[src/rtl/serial_paralelo_align_if.sv]
// Serial receiver bus: one-bit line in, aligned byte stream and status out.
interface serial_paralelo_align_if;
  logic       data_in;
  logic [7:0] data_out;
  logic       valid_out;
  logic       active;
  logic       word_strobe;

  // Line driver / consumer side
  modport master (
    output data_in,
    input  data_out, valid_out, active, word_strobe
  );

  // Receiver side
  modport slave (
    input  data_in,
    output data_out, valid_out, active, word_strobe
  );
endinterface

[src/rtl/serial_paralelo_align.sv]
// Serial-to-parallel receiver that hunts for a comma character, confirms
// byte alignment over LOCK_COUNT consecutive commas, then emits non-comma bytes.
module serial_paralelo_align #(
  parameter logic [7:0]  COMMA      = 8'hBC,
  parameter int unsigned LOCK_COUNT = 4
) (
  input  logic                          clk_8f,
  input  logic                          reset,
  serial_paralelo_align_if.slave        bus
);

  localparam int unsigned CNT_W = 4;
  localparam int unsigned BIT_W = 3;

  typedef enum logic [1:0] {
    HUNT,
    COUNT,
    LOCKED
  } state_t;

  state_t           state;
  // Only the seven most recent bits are ever read; the eighth is the incoming bit.
  logic [6:0]       sr;
  logic [BIT_W-1:0] bit_cnt;
  logic [CNT_W-1:0] bc_cnt;
  logic [7:0]       w;
  logic             boundary;
  logic             is_comma;
  logic [CNT_W-1:0] bc_next;

  // Candidate byte ends with the bit being sampled on this edge
  assign w        = {sr, bus.data_in};
  assign is_comma = (w == COMMA);
  assign boundary = (bit_cnt == BIT_W'(7));
  assign bc_next  = bc_cnt + CNT_W'(1);

  // Alignment state machine, bit/comma counters and registered outputs
  always_ff @(posedge clk_8f) begin
    if (!reset) begin
      state           <= HUNT;
      sr              <= '0;
      bit_cnt         <= '0;
      bc_cnt          <= '0;
      bus.data_out    <= 8'h00;
      bus.valid_out   <= 1'b0;
      bus.active      <= 1'b0;
      bus.word_strobe <= 1'b0;
    end else begin
      sr              <= w[6:0];
      bus.valid_out   <= 1'b0;
      bus.word_strobe <= 1'b0;
      case (state)
        HUNT: begin
          // Any comma, even one straddling shifted data, starts a count
          if (is_comma) begin
            bit_cnt <= '0;
            bc_cnt  <= CNT_W'(1);
            if (LOCK_COUNT == 1) begin
              state      <= LOCKED;
              bus.active <= 1'b1;
            end else begin
              state <= COUNT;
            end
          end
        end
        COUNT: begin
          bit_cnt <= bit_cnt + BIT_W'(1);
          if (boundary) begin
            if (is_comma) begin
              bc_cnt <= bc_next;
              if (bc_next == CNT_W'(LOCK_COUNT)) begin
                state      <= LOCKED;
                bus.active <= 1'b1;
              end
            end else begin
              state  <= HUNT;
              bc_cnt <= '0;
            end
          end
        end
        LOCKED: begin
          // Lock is sticky; only reset leaves this state
          bit_cnt <= bit_cnt + BIT_W'(1);
          if (boundary) begin
            bus.word_strobe <= 1'b1;
            if (!is_comma) begin
              bus.data_out  <= w;
              bus.valid_out <= 1'b1;
            end
          end
        end
        default: begin
          state <= HUNT;
        end
      endcase
    end
  end

endmodule

[src/flat_wrapper.sv]
// flat-port wrapper written by rule: the top's interface ports become plain ports
module serial_paralelo_align_flat 
#(
  parameter logic [7:0]  COMMA      = 8'hBC,
  parameter int unsigned LOCK_COUNT = 4
)
  (clk_8f, reset, bus_data_in, bus_data_out, bus_valid_out, bus_active, bus_word_strobe);
  serial_paralelo_align_if bus_i ();
  input  logic clk_8f;
  input  logic reset;
  input wire logic [$bits(bus_i.data_in)-1:0] bus_data_in;
  output wire logic [$bits(bus_i.data_out)-1:0] bus_data_out;
  output wire logic [$bits(bus_i.valid_out)-1:0] bus_valid_out;
  output wire logic [$bits(bus_i.active)-1:0] bus_active;
  output wire logic [$bits(bus_i.word_strobe)-1:0] bus_word_strobe;
  assign bus_i.data_in = bus_data_in;
  assign bus_data_out = bus_i.data_out;
  assign bus_valid_out = bus_i.valid_out;
  assign bus_active = bus_i.active;
  assign bus_word_strobe = bus_i.word_strobe;
  serial_paralelo_align #(.COMMA(COMMA), .LOCK_COUNT(LOCK_COUNT)) u_core (.clk_8f(clk_8f), .reset(reset), .bus(bus_i));
endmodule
[config.mk]
export PLATFORM = sky130hd
export DESIGN_NAME = serial_paralelo_align_flat
export DESIGN_NICKNAME = d
export VERILOG_FILES = /design/src/rtl/serial_paralelo_align_if.sv /design/src/rtl/serial_paralelo_align.sv /design/src/flat_wrapper.sv
export SDC_FILE = /design/constraint.sdc
export NUM_CORES = 1
export LEC_CHECK = 0
export ABC_AREA = 1
export CAP_MARGIN = 20
export CORE_MARGIN = 3
export CORE_UTILIZATION = 29
export DETAILED_ROUTE_END_ITERATION = 10
export GPL_ROUTABILITY_DRIVEN = 0
export SLEW_MARGIN = 30
export SYNTH_ARGS = -nofsm -noshare
export SYNTH_HDL_FRONTEND = slang
export SYNTH_SLANG_ARGS = --single-unit
[constraint.sdc]
create_clock -name clk_8f -period 1.78 [get_ports clk_8f]
set_input_delay 0.178 -clock clk_8f [delete_from_list [all_inputs] [get_ports clk_8f]]
set_output_delay 0.178 -clock clk_8f [all_outputs]
set_load 0.02 [all_outputs]
# ---- Yosys cells after proc, flatten, opt, wreduce, memory -nomap -nowiden
# Index checks and enable logic that the tools add are counted.
dict set report word_totals {
  ff_bits 27
  in_bits 3
  out_inout_bits 11
  wordCells 44
}
dict set report op_classes {
  add_sub_neg 2
  n_eq_ne 8
  muxes 13
  n_bitwise 2
  reduce_logical 11
}
# operator count
set ops {}
lappend ops {{$mux W4} 3}
lappend ops {{$reduce_and A3 Y1} 3}
lappend ops {{$eq A8 B8 Y1 const B} 1}
lappend ops {{$mux W2} 4}
lappend ops {{$pmux W4 S2} 1}
lappend ops {{$reduce_and A4 Y1} 2}
lappend ops {{$pmux W2 S3} 1}
lappend ops {{$pmux W3 S2} 1}
lappend ops {{$add A4 B1 Y4 const B} 1}
lappend ops {{$eq A4 B3 Y1 const B} 1}
lappend ops {{$ne A2 B1 Y1 const B} 2}
lappend ops {{$reduce_and A2 Y1} 2}
lappend ops {{$reduce_bool A2 Y1} 2}
lappend ops {{$add A3 B1 Y3 const B} 1}
lappend ops {{$eq A3 B3 Y1 const B} 1}
lappend ops {{$mux W3} 1}
lappend ops {{$ne A3 B3 Y1 const B} 1}
lappend ops {{$eq A2 B1 Y1 const B} 1}
lappend ops {{$eq A2 B2 Y1 const B} 1}
lappend ops {{$logic_not A2 Y1} 1}
lappend ops {{$mux W1} 2}
lappend ops {{$not A1 Y1} 2}
lappend ops {{$reduce_or A2 Y1} 1}

# ---- Longest topological paths before layout
# Gate-level depths: netlist of the first run.
dict set report logic_depth {
  depth_word 6
  ltp_mapped 10
  ltp_nobuf 10
}

# ---- Least setup slack after synthesis of the first run
# Ideal clock, no wire load.
dict set report synth_path {
  path_type {flip-flop to flip-flop}
  start {register u_core.bit_cnt[0]}
  end {register u_core.bc_cnt[0]}
  t_arrival_ps 1312
  slack_ps 355
  path_stages_with_launch 8
  n_path_buf 0
  cell_sequence {dfxtp_1 > ha_1 > ha_1 > or2_4 > o211ai_4 > nand2_1 > nand2_1 > nor2_1}
}
dict set report synth_via {
  elab_chain_cells 3
}
# element line_no
set synth_rtl {}
lappend synth_rtl {{from (decl)} serial_paralelo_align.sv:24} ;# logic [BIT_W-1:0] bit_cnt;
lappend synth_rtl {{from (signal assigned)} serial_paralelo_align.sv:67} ;# bit_cnt <= bit_cnt + BIT_W'(1);
lappend synth_rtl {{from (signal assigned)} serial_paralelo_align.sv:83} ;# bit_cnt <= bit_cnt + BIT_W'(1);
lappend synth_rtl {{$eq A3 B3 Y1} serial_paralelo_align.sv:34} ;# assign boundary = (bit_cnt == BIT_W'(7));
lappend synth_rtl {{net u_core.boundary} serial_paralelo_align.sv:27} ;# logic boundary;
lappend synth_rtl {{$ne A2 B1 Y1 (no line)} -}
lappend synth_rtl {{$reduce_and A3 Y1 (no line)} -}
lappend synth_rtl {{to (signal assigned)} serial_paralelo_align.sv:70} ;# bc_cnt <= bc_next;
lappend synth_rtl {{to (decl)} serial_paralelo_align.sv:25} ;# logic [CNT_W-1:0] bc_cnt;
# The timed path passes the listed nets, and every way through them passes these cells.
# A chain may end at the register's enable or synchronous reset.

# ---- Worst setup path after layout of the first run
dict set report layout_path {
  start {register u_core.state[1]}
  end {register u_core.bc_cnt[2]}
}
dict set report layout_via {
  elab_chain_cells 3
}
# element line_no
set layout_rtl {}
lappend layout_rtl {{from (decl)} serial_paralelo_align.sv:21} ;# state_t state;
lappend layout_rtl {{from (signal assigned)} serial_paralelo_align.sv:40} ;# state <= HUNT;
lappend layout_rtl {{from (signal assigned)} serial_paralelo_align.sv:59} ;# state <= LOCKED;
lappend layout_rtl {{from (signal assigned)} serial_paralelo_align.sv:62} ;# state <= COUNT;
lappend layout_rtl {{$eq A2 B1 Y1 / $logic_not A2 Y1 (equally long branches)} serial_paralelo_align.sv:52} ;# case (state)
lappend layout_rtl {{$ne A2 B1 Y1 (no line) / $reduce_bool A2 Y1 (equally long branches)} -}
lappend layout_rtl {{$reduce_and A3 Y1 (no line)} -}
# Parallel ways exist; a longest one is shown, timed or not.

==> results.toml, run 1 <==
[finish]
utilization_pct = 36.6
drive_gt1_share_pct = 12.0
fill_cells = 432
design_area_um2 = 1510
diodes = 0
fin_nets = 187
area.growth.synth_to_final_pct = 18.7

[critical_path]
r2r_end = "u_core.bc_cnt[2]$_SDFFE_PN0P_"
cp.arrival_ns = 1.66
timing_worst_setup_path_type = "reg2reg"
r2r-start = "u_core.state[1]$_SDFFE_PN0P_"
r2r_cells = 8
worstPathMaxFanout = 8
critPathCaptureType = "register"
worstPathRequired_ns = 1.96
worstSetupStartpointType = "register"
reg2reg_slack_ns = 0.30

[synthesis]
synth_common_cells = "inv_1, dfxtp_1, nand2_1"
yosysWarnings = 0
synthArstFlopShare_pct = 0
synth_area_leader_cell = "dfxtp_1"
synth_top_area_share_pct = 42.6
synth_edf_count = 0
ys_seq_area_share_pct = 42.6
ys_ff_latch = 27
syn-cell-area_um2 = 1270
avgSynthCellArea_um2 = 7.99
ys.flop_type = "dfxtp_1"
synthesis.nets = 170
yosysMostFrequentCell = "inv_1"
syn_inst = 159
synth_cell_types = 25
ys_top_cells_by_area = "dfxtp_1, inv_1, ha_1"

[clock_network]
cts_root_buf = "clkbuf_8"
clk_pin_slew_worst_paths_ns = 0.10
cts_buffer_depth = 2
cts-buffers-inserted = 3
insertion_delay_ns = 0.27
htreeDepth = 1
postCtsSetupRepairBufs = 0
post_cts_resized = 0
tritoncts = "built"
clock_sinks = 27
hold_buffers = 0

[route]
wl_um = 2130
wl_per_cell_um = 9.45
num_vias = 954
drt_pre_antenna_iters = 4
drtIter0Drc = 54
ant_nets = 0
drc = 0
viasPerCell = 4.24

[global_route]
grt-ovfl-total = 0
grt_max_degree = 24
grt_pass1_vias = 895
grt_pass1_wl_um = 3890
groute.usage.overall_pct = 9.12
antenna_found_initial = 0

[timing]
max_freq_mhz = 675
fin_setup_tns_ns = 0
setup_ws_ns = 0.298
grt_setup_unrepaired = "false"
clock_skew_ns = 0.00872
hold_slack_ns = 0.444
slew_viol_final = 0
hold_viol_final = 0
setup_viol = 0
finalCriticalPeriod_ns = 1.48
maxSlewHeadroom_pct = 77.2
period_share_pct = 83.3
tightest_slew_ns = 0.342

[min_path]
hold_end = "u_core.sr[6]$_SDFF_PN0_"
hold_path_class = "reg2reg"
hold_path_depth = 2
worstHoldStart = "u_core.sr[5]$_SDFF_PN0_"

[placement]
dp_slack_ns = 0.217
port_buffers = 13
dpl.hpwl_um = 1610
dpl_cell_area_um2 = 1460

[floorplanning]
core-area_um2 = 4120
row_count = 23
fp.dieW_um = 72.2
initial_core_util_pct = 30.9
die_h_um = 72.2
die-area_um2 = 5210
num_io_pins = 14

[pwr]
power.density_nw_per_um2 = 654
leakagePower_nw = 0.648
vdd_drop_max_mv = 0.586

[outcome]
status = "complete, no violations"

[job]
drv_cap = 0
## layout by cell type, fill, tap and decap left out, types with 2 or more instances in the layout
master	instances
clkbuf_8	3
o21ai_1	7
nor2_2	2
a21oi_1	12
nor2_1	17
dfxtp_1	27
nand2_1	23
inv_1	30
clkdlybuf4s50_1	13
ha_1	8
o21ai_0	8
nand2_4	2
nor2_4	2
nand3_1	5
inv_2	3
buf_4	2
## flip-flops by register name, indices dropped and copies added (netlist names)
| name | count |
|---|---|
| u_core.sr | 7 |
| u_core.bus.data_out | 8 |
| u_core.bus.valid_out | 1 |
| u_core.state | 2 |
| u_core.bc_cnt | 4 |
| u_core.bus.word_strobe | 1 |
| u_core.bus.active | 1 |
| u_core.bit_cnt | 3 |
## through the flow
| stage | total power, mW | instances |
|---|---|---|
| after CTS | 1.01 | 225 |
| final | 0.986 | 225 |
| after floorplan | 0.640 | 159 |
| after global routing | 1.03 | 225 |
| after global placement | 0.652 | 221 |
| after detailed placement | 0.652 | 221 |
## kinds of logic (layout without fill, tap and decap cells)
kind of cell               Yosys count  in the layout  synth area share, %
AOI/OAI and AO/OA                   30             30                 14.1
xor gates and xnor gates             1              1                0.690
adders and majority gates            8              8                 7.88
buffers and inverters               36             52                 11.2
DFF                                 27             27                 42.6
and+or+nand+nor                     57             57                 23.5
## final cells by class
cell class	count	area [um2]	area share, %
Timing Repair Buffer	15	145	9.63
Sequential cell	27	541	35.9
Multi-Input combinational cell	96	587	38.9
Tap cell	50	62.6	4.15
Inverter	33	124	8.22
Clock inverter	1	7.51	0.498
Clock buffer	3	41.3	2.74
## power by group
group / internal (mW) / switching, mW
Sequential: 0.607 / 0.00264
Combinational: 0.0107 / 0.0167
Clock: 0.159 / 0.190
Total: 0.776 / 0.209
## worst max path at each step
| stage | startpoint | end | slack, ns |
|---|---|---|---|
| global placement | bus_data_in | u_core.bus.data_out[6]$_SDFFE_PN0P_ | 0.24 |
| finish | u_core.state[1]$_SDFFE_PN0P_ | u_core.bc_cnt[2]$_SDFFE_PN0P_ | 0.30 |
| CTS | u_core.state[1]$_SDFFE_PN0P_ | u_core.bc_cnt[1]$_SDFFE_PN0P_ | 0.29 |
| floorplan | u_core.bit_cnt[0]$_SDFFE_PN0P_ | u_core.bc_cnt[0]$_SDFFE_PN0P_ | 0.35 |
| global route | u_core.bc_cnt[0]$_SDFFE_PN0P_ | u_core.state[1]$_SDFFE_PN0P_ | 0.16 |
| detailed placement | bus_data_in | u_core.bc_cnt[1]$_SDFFE_PN0P_ | 0.22 |
## per-layer routing
metal	routed length, um	GRT usage [%]	part of all wire [%]
met1	1110	12.8	52
met2	936	14.0	44
met3	67	2.91	3.2
met4	11	1.25	0.52
met5	0	0	0
## critical path: stages (launching register included)
cell and delay (ns):
dfxtp_1 0.35, inv_1 0.08, ha_1 0.28, inv_2 0.08, or2_4 0.27, o211ai_4 0.14
nand2_1 0.09, inv_1 0.06, nor2_1 0.04
Power figures use the tool's default switching activity.
==> inputs of run 2 (changes only) <==
==> constraint.sdc (replaced) <==
create_clock -name clk_8f -period 1.3 [get_ports clk_8f]
set_input_delay 0.13 -clock clk_8f [delete_from_list [all_inputs] [get_ports clk_8f]]
set_output_delay 0.13 -clock clk_8f [all_outputs]
set_load 0.02 [all_outputs]
==> run 2 against run 1 <==
  * The flow now finishes with violations (negative setup slack)
  * Sequential power is 37% higher
  * Register-to-register slack worse by 0.33 ns
  * Die area stayed put
  * First-iteration DRC count is 31% lower
  * Core utilization is 5.6 points higher
  * Fmax is 12% higher
  * Largest cell class unchanged
  * Highest routed layer unchanged
  * Via count is 11% higher
  * Clock skew is 0.0014 ns lower
==> results.toml, run 2 (synthesized netlist as in run 1, its figures left out) <==
[floorplanning]
core-area_um2 = 4120
die-area_um2 = 5210
row_count = 23
num_io_pins = 14
initial_core_util_pct = 30.9
die_h_um = 72.2
fp.dieW_um = 72.2

[clock_network]
tritoncts = "built"
clk_pin_slew_worst_paths_ns = 0.10
hold_buffers = 0
cts_root_buf = "clkbuf_8"
insertion_delay_ns = 0.27
clock_sinks = 27
cts-buffers-inserted = 3
htreeDepth = 1
cts_buffer_depth = 2

[route]
num_vias = 1059
wl_per_cell_um = 10.0
wl_um = 2420
drc = 0
viasPerCell = 4.38
drt_pre_antenna_iters = 4
drtIter0Drc = 37
ant_nets = 0

[finish]
area.growth.synth_to_final_pct = 36.9
mostFrequentLayoutCells = "inv_1, nand2_1, buf_4"
largest_reg_flops = 8
layout_commonest_cell = "inv_1"
design_area_um2 = 1740
diodes = 0
stdcell_count = 242
largest_register = "u_core.bus.data_out"
drive_gt1_share_pct = 32.3
fin_nets = 204
reg_top3 = "u_core.bus.data_out x8, u_core.sr x7, u_core.bc_cnt x4"

[pwr]
leakagePower_nw = 0.775
vdd_drop_max_mv = 0.453
power.density_nw_per_um2 = 785

[global_route]
grt_pass1_wl_um = 3820
groute.usage.overall_pct = 9.09
grt_pass1_vias = 885
grt-ovfl-total = 0
grt_max_degree = 24
antenna_found_initial = 0

[critical_path]
r2r-start = "u_core.bit_cnt[1]$_SDFFE_PN0P_"
cp.arrival_ns = 1.51
worstPathRequired_ns = 1.48
worstSetupStartpointType = "register"
cp-startpoint = "u_core.bit_cnt[1]$_SDFFE_PN0P_"
critPathCaptureType = "register"
max_stage_delay_ns = 0.34
crit_chain = "ha_4 -> ha_4 -> or2_4 -> o211ai_4 -> nand2_1 -> nand2_1 -> nor2_1"
timing_worst_setup_path_type = "reg2reg"
crit_family = "simple AND/OR/NAND/NOR gates"
worstPathMaxFanout = 8
slowest_stage = "dfxtp_2"
cp_num_buf_inv = 0

[timing]
period_share_pct = 102
finalCriticalPeriod_ns = 1.33
fin_setup_tns_ns = -0.0389
setup_ws_ns = -0.0282
grt_setup_unrepaired = "true"
clock_skew_ns = 0.00737
max_freq_mhz = 753
tightest_slew_ns = 0.268
setup_viol = 4
hold_viol_final = 0
maxSlewHeadroom_pct = 82.1
slew_viol_final = 0

[outcome]
status = "complete, but fails checks"
violations = "negative setup slack"

[min_path]
worstHoldStart = "u_core.sr[0]$_SDFF_PN0_"
hold_path_class = "reg2reg"

[placement]
dp.cells = 235
dpl_cell_area_um2 = 1610
dpl.hpwl_um = 1750
port_buffers = 13

[job]
drv_cap = 0
-- run 2: area by class of cell --
type | count | area [um2]
tap | 50 | 62.6
timing repair buffer | 31 | 264
multi-input combinational | 97 | 683
clock buffer | 3 | 41.3
clock inverter | 1 | 7.51
fill | 406 | 2380
inverter | 33 | 124
sequential | 27 | 557
-- run 2: timing repair --
action | 4_1_cts | 5_1_grt
pin swaps | 5 | 9
resized for setup | 17 | 19
setup endpoints to repair | 27 | 18
cloned | 0 | 1
setup buffers | 1 | 1
-- run 2: through the flow --
stage | total power [mW] | hold WS (ns) | setup slack (ns) | util, %
finish | 1.37 | 0.443 | -0.0282 | 42.3
global route | 1.43 | 0.462 | -0.117 | 42.3
CTS | 1.39 | 0.445 | -0.0638 | 40.5
detailed placement | 0.900 | 0.430 | -0.182 | 39.0
global placement | 0.900 | 0.426 | -0.172 | 39.0
floorplan | 0.877 | 0.223 | 0.00776 | -
-- run 2: worst min-delay path, cell delays in order, from the launching register on --
cell and delay (ns):
dfxtp_2 0.34, nand2_1 0.05, inv_1 0.03
-- run 2: worst paths after layout --
path / depth (start not counted) / to / slack, ns
setup reg to reg: 7 / u_core.bc_cnt[0]$_SDFFE_PN0P_ / -0.03
setup / recovery: 7 / u_core.bc_cnt[0]$_SDFFE_PN0P_ / -0.03
hold reg to reg: 2 / u_core.sr[1]$_SDFF_PN0_ / 0.44
hold / removal: 2 / u_core.sr[1]$_SDFF_PN0_ / 0.44
-- run 2: report_power, final --
part           total (mW)  internal, mW  switching, mW
registers           0.834         0.830        0.00396
clock network       0.485         0.218          0.267
logic              0.0468        0.0212         0.0256
-- run 2: metal layers --
metal	track usage, %	wire [um]	vias up
li1	-	-	558
met1	12.3	1160	484
met2	13.9	1140	13
met3	2.91	104	4
met4	2.51	17	0
met5	0	0	-
==> inputs of run 3 (changes only) <==
--- a/config.mk
+++ b/config.mk
@@ -8,9 +8,10 @@
 export ABC_AREA = 1
 export CAP_MARGIN = 20
 export CORE_MARGIN = 3
-export CORE_UTILIZATION = 29
+export CORE_UTILIZATION = 49
 export DETAILED_ROUTE_END_ITERATION = 10
 export GPL_ROUTABILITY_DRIVEN = 0
+export PLACE_DENSITY = 0.74
 export SLEW_MARGIN = 30
 export SYNTH_ARGS = -nofsm -noshare
 export SYNTH_HDL_FRONTEND = slang
==> run 3 against run 2 <==
  * Clock skew decreased by 0.0054 ns
  * Largest cell class unchanged
  * Clock power decreased by 23%
  * Highest routed layer unchanged
  * Non-clock buffer count increased by 1
  * Fmax decreased by 1.2%
  * The run still ends with negative setup slack left
  * Count of clock-buffer cells in the layout unchanged
  * Worst hold slack got worse by 0.067 ns
  * Power decreased by 8.1%
  * Setup slack got worse by 0.016 ns
  * First-iteration DRC count decreased by 27%
  * Sequential power about the same
  * Critical path depth unchanged
  * Cell count decreased by 8.7%
==> results.toml, run 3 (synthesized netlist as in run 1, its figures left out) <==
[critical_path]
worstPathRequired_ns = 1.54
critPathCaptureType = "register"
max_stage_delay_ns = 0.37
r2r-start = "u_core.bit_cnt[0]$_SDFFE_PN0P_"
r2r_cells = 7
slowest_stage = "dfxtp_2"
crit_chain = "ha_4 -> ha_4 -> or2_4 -> o211ai_4 -> nand2_1 -> nand2_1 -> nor2_1"
worstSetupStartpointType = "register"
cp.arrival_ns = 1.59
worstPathMaxFanout = 8
timing_worst_setup_path_type = "reg2reg"
cp-startpoint = "u_core.bit_cnt[0]$_SDFFE_PN0P_"

[clock_network]
htreeDepth = 1
cts_buffer_depth = 2
cts-buffers-inserted = 3
hold_buffers = 0
clock_sinks = 27
insertion_delay_ns = 0.32
cts_root_buf = "clkbuf_4"
tritoncts = "built"
clk_pin_slew_worst_paths_ns = 0.15

[min_path]
hold_path_depth = 3
hold_path_class = "in2reg"
worstHoldStart = "bus_data_in"

[finish]
layout.area.seq_um2 = 559
fin_nets = 205
fill_cells = 188
diodes = 0
drive_gt1_share_pct = 35.8
design_area_um2 = 1730
multiInputGateArea_um2 = 706
utilization_pct = 73.9
reg_top3 = "u_core.bus.data_out x8, u_core.sr x7, u_core.bc_cnt x4"
largest_register = "u_core.bus.data_out"
layout_commonest_cell = "inv_1"
largest_reg_flops = 8
mostFrequentLayoutCells = "inv_1, nand2_1, nor2_1, buf_4, dfxtp_1"
area.growth.synth_to_final_pct = 36.1

[route]
viasPerCell = 4.94
drc = 0
num_vias = 1091
drt_pre_antenna_iters = 4
wl_um = 2760
drtIter0Drc = 27
ant_nets = 0
wl_per_cell_um = 12.5

[timing]
hold_viol_final = 0
maxSlewHeadroom_pct = 81.2
period_share_pct = 103
tightest_slew_ns = 0.281
hold_slack_ns = 0.376
finalCriticalPeriod_ns = 1.34
grt_setup_unrepaired = "true"
setup_viol = 6
setup_ws_ns = -0.0442
max_freq_mhz = 744
slew_viol_final = 0
fin_setup_tns_ns = -0.193
clock_skew_ns = 0.00198

[pwr]
leakagePower_nw = 0.785
vdd_drop_max_mv = 0.642
power_mw = 1.25
power.density_nw_per_um2 = 726

[outcome]
status = "complete, but fails checks"
violations = "negative setup slack"

[floorplanning]
core-area_um2 = 2340
num_io_pins = 14
initial_core_util_pct = 54.3
row_count = 17
die_h_um = 56.9
die-area_um2 = 3240
fp.dieW_um = 56.9

[job]
drv_cap = 0

[placement]
dpl.hpwl_um = 1890
dpl_cell_area_um2 = 1560
port_buffers = 13

[global_route]
grt_max_degree = 17
grt_pass1_wl_um = 4480
groute.usage.overall_pct = 17.0
grt_pass1_vias = 1064
antenna_found_initial = 0
grt-ovfl-total = 0
run 3: changes by cell type in the layout (fill, tap and decap cells not counted), sizes merged:
cell and change:
buf +1
run 3: power by group:
part | internal, mW | switching (mW) | leakage, nW
logic | 0.0188 | 0.0268 | 0.546
registers | 0.831 | 0.00384 | 0.224
clock network | 0.118 | 0.256 | 0.0139
run 3: timing repair:
item,4_1_cts,5_1_grt
gates cloned,1,0
endpoints found under the setup margin,26,18
buffers inserted,2,2
resized for setup,19,34
pin swaps,10,15
run 3: cell type report:
| class | count | area share, % |
|---|---|---|
| Sequential cell | 27 | 32.4 |
| Clock buffer | 3 | 1.30 |
| Timing Repair Buffer | 32 | 15.9 |
| Clock inverter | 1 | 0.434 |
| Multi-Input combinational cell | 97 | 40.8 |
| Tap cell | 28 | 2.03 |
| Inverter | 33 | 7.17 |
run 3: worst max-delay path, delay by kind of cell (launching register included):
| kind | cells | cell delay, ns |
|---|---|---|
| simple gates | 4 | 0.44 |
| flops | 1 | 0.37 |
| fa+ha+maj | 2 | 0.32 |
| compound gates | 1 | 0.13 |
run 3: path summary, 6_finish.rpt:
check	to	slack [ns]
worst min-delay path	u_core.sr[0]$_SDFF_PN0_	0.38
worst max register to register	u_core.bc_cnt[0]$_SDFFE_PN0P_	-0.04
worst min register to register	u_core.sr[6]$_SDFF_PN0_	0.45
worst max-delay path	u_core.bc_cnt[0]$_SDFFE_PN0P_	-0.04
run 3: stage by stage:
step / setup WS (ns) / instances
6_report: -0.0442 / 221
5_1_grt: -0.127 / 221
4_1_cts: -0.0563 / 219
3_3_place_gp: -0.187 / 212
2_1_floorplan: 0.00776 / 159
3_5_place_dp: -0.226 / 212
run 3: per-layer routing:
layer	GRT usage, %	part of all wire, %
met3	2.30	3.4
met1	21.6	44
met2	30.0	52
met4	4.30	0.33
met5	0	0
